`src/rtl/ailn_output_packer.sv`:
```
// Packs serial signed result bytes from AILayerNorm into DATA_WIDTH-bit words.
// Ports: i_clk, i_rstn (sync, low), i_clear, i_valid/i_data in, i_ready,
//        o_valid/o_data out, o_cnt fill count, o_busy, o_overflow (sticky).
module ailn_output_packer #(
  parameter int DATA_WIDTH = 192
) (
  input  logic                  i_clk,
  input  logic                  i_rstn,
  input  logic                  i_clear,
  input  logic                  i_valid,
  input  logic [7:0]            i_data,
  input  logic                  i_ready,
  output logic                  o_valid,
  output logic [DATA_WIDTH-1:0] o_data,
  output logic [$clog2(DATA_WIDTH/8):0] o_cnt,
  output logic                  o_busy,
  output logic                  o_overflow
);

  localparam int COUNT     = DATA_WIDTH / 8;
  localparam int CNT_WIDTH = $clog2(COUNT);
  localparam logic [CNT_WIDTH:0] LAST =
    (CNT_WIDTH + 1)'(COUNT - 1);
  localparam logic [DATA_WIDTH-1:0] TOP_MASK =
    {8'hFF, {(DATA_WIDTH - 8){1'b0}}};

  typedef enum logic [1:0] {
    EMPTY   = 2'd0,
    FILLING = 2'd1,
    FULL    = 2'd2
  } bank_st_e;

  bank_st_e              st_q   [2];
  bank_st_e              st_d   [2];
  logic [DATA_WIDTH-1:0] bank_q [2];
  logic [DATA_WIDTH-1:0] bank_d [2];
  logic                  wr_sel_q, wr_sel_d;
  logic                  rd_sel_q, rd_sel_d;
  logic [CNT_WIDTH:0]    cnt_q, cnt_d;
  logic                  ovf_q, ovf_d;
  logic                  vld_q, vld_d;
  logic [DATA_WIDTH-1:0] dat_q, dat_d;

  logic                  hs;
  logic                  wr_full;
  logic                  accept;
  logic                  drop;
  logic [CNT_WIDTH+3:0]  sh;

  assign hs      = vld_q & i_ready;
  assign wr_full = (st_q[wr_sel_q] == FULL);
  assign accept  = i_valid & ~wr_full;
  assign drop    = i_valid & wr_full;
  // byte k sits k bytes below the top of the word
  assign sh      = {cnt_q, 3'b000};

  always_comb begin
    st_d[0]   = st_q[0];
    st_d[1]   = st_q[1];
    bank_d[0] = bank_q[0];
    bank_d[1] = bank_q[1];
    wr_sel_d  = wr_sel_q;
    rd_sel_d  = rd_sel_q;
    cnt_d     = cnt_q;
    ovf_d     = ovf_q;
    vld_d     = 1'b0;
    dat_d     = '0;

    if (hs) begin
      st_d[rd_sel_q] = EMPTY;
      rd_sel_d       = ~rd_sel_q;
    end

    if (accept) begin
      bank_d[wr_sel_q] =
        (bank_q[wr_sel_q] & ~(TOP_MASK >> sh)) |
        ({i_data, {(DATA_WIDTH - 8){1'b0}}} >> sh);
      if (cnt_q == LAST) begin
        st_d[wr_sel_q] = FULL;
        cnt_d          = '0;
        wr_sel_d       = ~wr_sel_q;
      end else begin
        st_d[wr_sel_q] = FILLING;
        cnt_d          = cnt_q + 1'b1;
      end
    end

    if (drop) ovf_d = 1'b1;

    vld_d = (st_d[rd_sel_d] == FULL);
    dat_d = bank_d[rd_sel_d];

    if (i_clear) begin
      st_d[0]   = EMPTY;
      st_d[1]   = EMPTY;
      bank_d[0] = '0;
      bank_d[1] = '0;
      wr_sel_d  = 1'b0;
      rd_sel_d  = 1'b0;
      cnt_d     = '0;
      ovf_d     = 1'b0;
      vld_d     = 1'b0;
      dat_d     = '0;
    end
  end

  always_ff @(posedge i_clk) begin
    if (!i_rstn) begin
      st_q[0]   <= EMPTY;
      st_q[1]   <= EMPTY;
      bank_q[0] <= '0;
      bank_q[1] <= '0;
      wr_sel_q  <= 1'b0;
      rd_sel_q  <= 1'b0;
      cnt_q     <= '0;
      ovf_q     <= 1'b0;
      vld_q     <= 1'b0;
      dat_q     <= '0;
    end else begin
      st_q[0]   <= st_d[0];
      st_q[1]   <= st_d[1];
      bank_q[0] <= bank_d[0];
      bank_q[1] <= bank_d[1];
      wr_sel_q  <= wr_sel_d;
      rd_sel_q  <= rd_sel_d;
      cnt_q     <= cnt_d;
      ovf_q     <= ovf_d;
      vld_q     <= vld_d;
      dat_q     <= dat_d;
    end
  end

  assign o_valid    = vld_q;
  assign o_data     = dat_q;
  assign o_cnt      = cnt_q;
  assign o_busy     = (st_q[0] != EMPTY) | (st_q[1] != EMPTY);
  assign o_overflow = ovf_q;

endmodule

```
`config.mk`:
```
export PLATFORM = sky130hd
export DESIGN_NAME = ailn_output_packer
export DESIGN_NICKNAME = d
export VERILOG_FILES = /design/src/rtl/ailn_output_packer.sv
export SDC_FILE = /design/constraint.sdc
export NUM_CORES = 1
export LEC_CHECK = 0
export CORE_MARGIN = 5
export CORE_UTILIZATION = 35
export DETAILED_ROUTE_END_ITERATION = 6
export PLACE_DENSITY_LB_ADDON = 0.15
export SYNTH_ARGS = -nofsm -noshare
export SYNTH_HDL_FRONTEND = slang
export SYNTH_SLANG_ARGS = --single-unit
```
`constraint.sdc`:
```
create_clock -name i_clk -period 4.6 [get_ports i_clk]
set_input_delay 0.46 -clock i_clk [delete_from_list [all_inputs] [get_ports i_clk]]
set_output_delay 0.46 -clock i_clk [all_outputs]
set_load 0.005 [all_outputs]
```
==> reports/qor.txt <==
CP top delay family: simple AND/OR/NAND/NOR gates
total of max-cap violations: 0
Peak VDD IR: 0.190 mV
# H-tree levels: 3
die height: 282 µm
WP data required: 5.05 ns
Clock Tree Buf Depth: 3
failing checks: design-rule violations
number of synthesized flops with an enable pin: 0
initial antenna violation count: 1
sequential area share after synthesis: 0.457
hold crit path type: in2reg
DIE AREA: 79,400 µm²
final setup skew: 0.0202 ns
asr flop ratio synth: 0
post_cts resized: 0
area leader, netlist: dfxtp_1
Syn Area/Cell: 9.06 µm²
fin crit period: 3.36 ns
Initial Utilization: 0.354
Syn Nets: 2,873
Startpoint Class: flop
Buf/Inv on CP: 1
Worst-path clk slew: 0.06 ns
layout cells sized above 1: 0.0761
final hold vios: 0
core area: 73,100 µm²
period utilisation layout: 0.729
Max Fanout on Critical Path: 42
Clk Latency, worst-skew pair: 0.61 ns
post-synthesis register bit count: 591
hpwl dp: 55,500 µm
Max-slew headroom: 0.181
vias in the first global route: 23,900
number of inserted diodes: 0
Routed WL: 97,500 µm
Mapped Area: 25,900 µm²
die width: 282 µm
Routed Antenna Nets: 0
synth unique cells: 45
per-cell routed wire length: 25.1 µm
Critical Path AT: 3.80 ns
routed vias/inst: 6.10
yosys warns: 0
starting DRC count in detailed routing: 2,013
fillers: 7,068
worst-margin pin slew: 1.23 ns
I/O Buffers: 213
remaining routing DRC violations: 3
share of the synthesized area in the top cell type: 0.457
CTS tree: yes
Post-CTS Setup Inserts: 0
top cells by area, synth: dfxtp_1, mux2i_1, nor2_1
crit path capture type: flop
DP Cell Count: 3,772
unrepaired setup endpoints after global routing: no
maximum clock rate: 298 MHz
Rows: 99
Pwr Density: 372 nW/µm²
Layout Nets: 2,903
status: finished, violations left
CP max stage cell: dfxtp_4
fin cells: 3,890
vias: 23,700
drt pass-1 iters: 7
gr ovfl total: 0
largest net degree at the start of global routing: 114
Syn Inst Count: 2,854
setup tns final: 0 ns
routability cong.: 0.779
CP Cell Sequence: and3b_4, or3_4, buf_4, nor3_1, o32ai_1
Final Max Slew Viols: 0
Crit Path Class: reg2reg
area growth from synthesis to layout: 19.0%
global-route wire length before repair: 146,000 µm
setup violators final: 0
max incr delay on CP: 0.86 ns
ys flop type: dfxtp_1
Inserted Clock Buffers: 69
Leak: 10.8 nW
root buffer cell: clkbuf_16
TritonCTS Sinks: 591
Total GRT Usage: 0.235
# hold bufs at CTS: 0
IO Pins: 214
## worst register-to-register path, delay by kind of cell, from the launching register on
| family | cells | cell delay [ns] |
|---|---|---|
| compound gates | 1 | 0.45 |
| buf+inv | 1 | 0.35 |
| flops | 1 | 0.86 |
| simple gates | 3 | 1.55 |
## layout make-up
class	count	area (µm²)	share of cell area
multi-input combinational	1913	12600	0.409
tap	959	1200	0.0390
clock inverter	21	198	0.00643
sequential	591	11800	0.385
inverter	39	146	0.00476
timing repair buffer	270	2750	0.0892
clock buffer	97	2040	0.0662
## layout by cell type (no fill, tap or decap), types with 3 or more instances in the layout
master / instances
dfxtp_1: 587
nor2_1: 530
mux2i_1: 288
nor3_1: 288
clkdlybuf4s50_1: 212
o31ai_1: 169
a21oi_1: 155
o32ai_1: 135
a41o_1: 110
o22ai_1: 97
clkbuf_16: 73
buf_4: 43
inv_1: 39
nand3b_1: 34
or3b_2: 16
buf_12: 15
clkbuf_8: 12
clkbuf_1: 12
clkinv_2: 10
nand2_1: 9
o31ai_2: 9
o32ai_2: 9
o21ai_0: 6
nand3_1: 6
nor4bb_1: 4
or4b_1: 3
nor4b_4: 3
nand4bb_1: 3
or3_1: 3
ha_1: 3
ha_2: 3
clkinvlp_4: 3
## sequential cells by signal, summed over array words and instances (netlist names), named ones only
name        cells
bank_q        384
o_data        192
o_cnt           6
st_q            4
o_overflow      1
o_valid         1
rd_sel_q        1
wr_sel_q        1
## stage by stage
step / worst slack, ns / area, µm² / total power [mW] / util / hold slack [ns]
floorplan: 2.36 / 25900 / 5.77 / - / 0.442
detailed placement: 1.23 / 28500 / 6.10 / 0.390 / 0.438
global placement: 1.24 / 28500 / 6.08 / 0.390 / 0.446
finish: 1.24 / 30800 / 11.4 / 0.421 / 0.317
CTS: 1.20 / 30800 / 11.6 / 0.421 / 0.294
global route: 1.12 / 30800 / 11.9 / 0.421 / 0.295
## cells in the mapped netlist, types with 5 or more instances
cell type / n
nor3_1: 289
mux2i_1: 288
a21oi_1: 155
nand2_1: 10
o22ai_1: 97
o31ai_1: 169
o32ai_2: 9
o31ai_2: 9
inv_1: 39
o32ai_1: 135
buf_1: 9
nor2_1: 530
or3_1: 5
clkbuf_1: 195
nand3b_1: 34
a41o_1: 110
o21ai_0: 6
buf_6: 6
nand3_1: 6
ha_1: 6
or3b_2: 17
dfxtp_1: 591
buf_2: 97
## kinds of logic (layout without fill, tap and decap cells)
kind of cell	Yosys count	after routing	synth area share
and+or+nand+nor	922	922	0.166
muxes	288	288	0.111
AOI/OAI and AO/OA	695	695	0.204
adders and majority gates	6	6	0.00290
buffers and inverters	350	427	0.0578
xor gates and xnor gates	2	2	0.000677
DFF	591	591	0.457
## power breakdown
| group | total [mW] | leakage (nW) | switching [mW] | internal (mW) |
|---|---|---|---|---|
| Clock | 5.45 | 1.10 | 2.25 | 3.20 |
| Combinational | 0.735 | 4.91 | 0.487 | 0.248 |
| Sequential | 5.26 | 4.79 | 0.0547 | 5.21 |
## path summary, 6_finish.rpt
| path | to | slack (ns) | start | cells after the start |
|---|---|---|---|---|
| max | o_data[80] | 1.24 | flop | 5 |
| min | o_overflow | 0.32 | i_valid | 3 |
| max reg2reg | o_data[80] | 1.24 | flop | 5 |
| min reg2reg | o_overflow | 0.44 | o_overflow | 2 |
## layer usage
| layer | wire (µm) | global-route usage | vias up |
|---|---|---|---|
| li1 | - | - | 10700 |
| met1 | 40500 | 0.301 | 11800 |
| met2 | 45700 | 0.387 | 1048 |
| met3 | 7160 | 0.0431 | 214 |
| met4 | 4190 | 0.109 | 2 |
| met5 | 13 | 0 | - |
(Power assumes the default switching activity.)
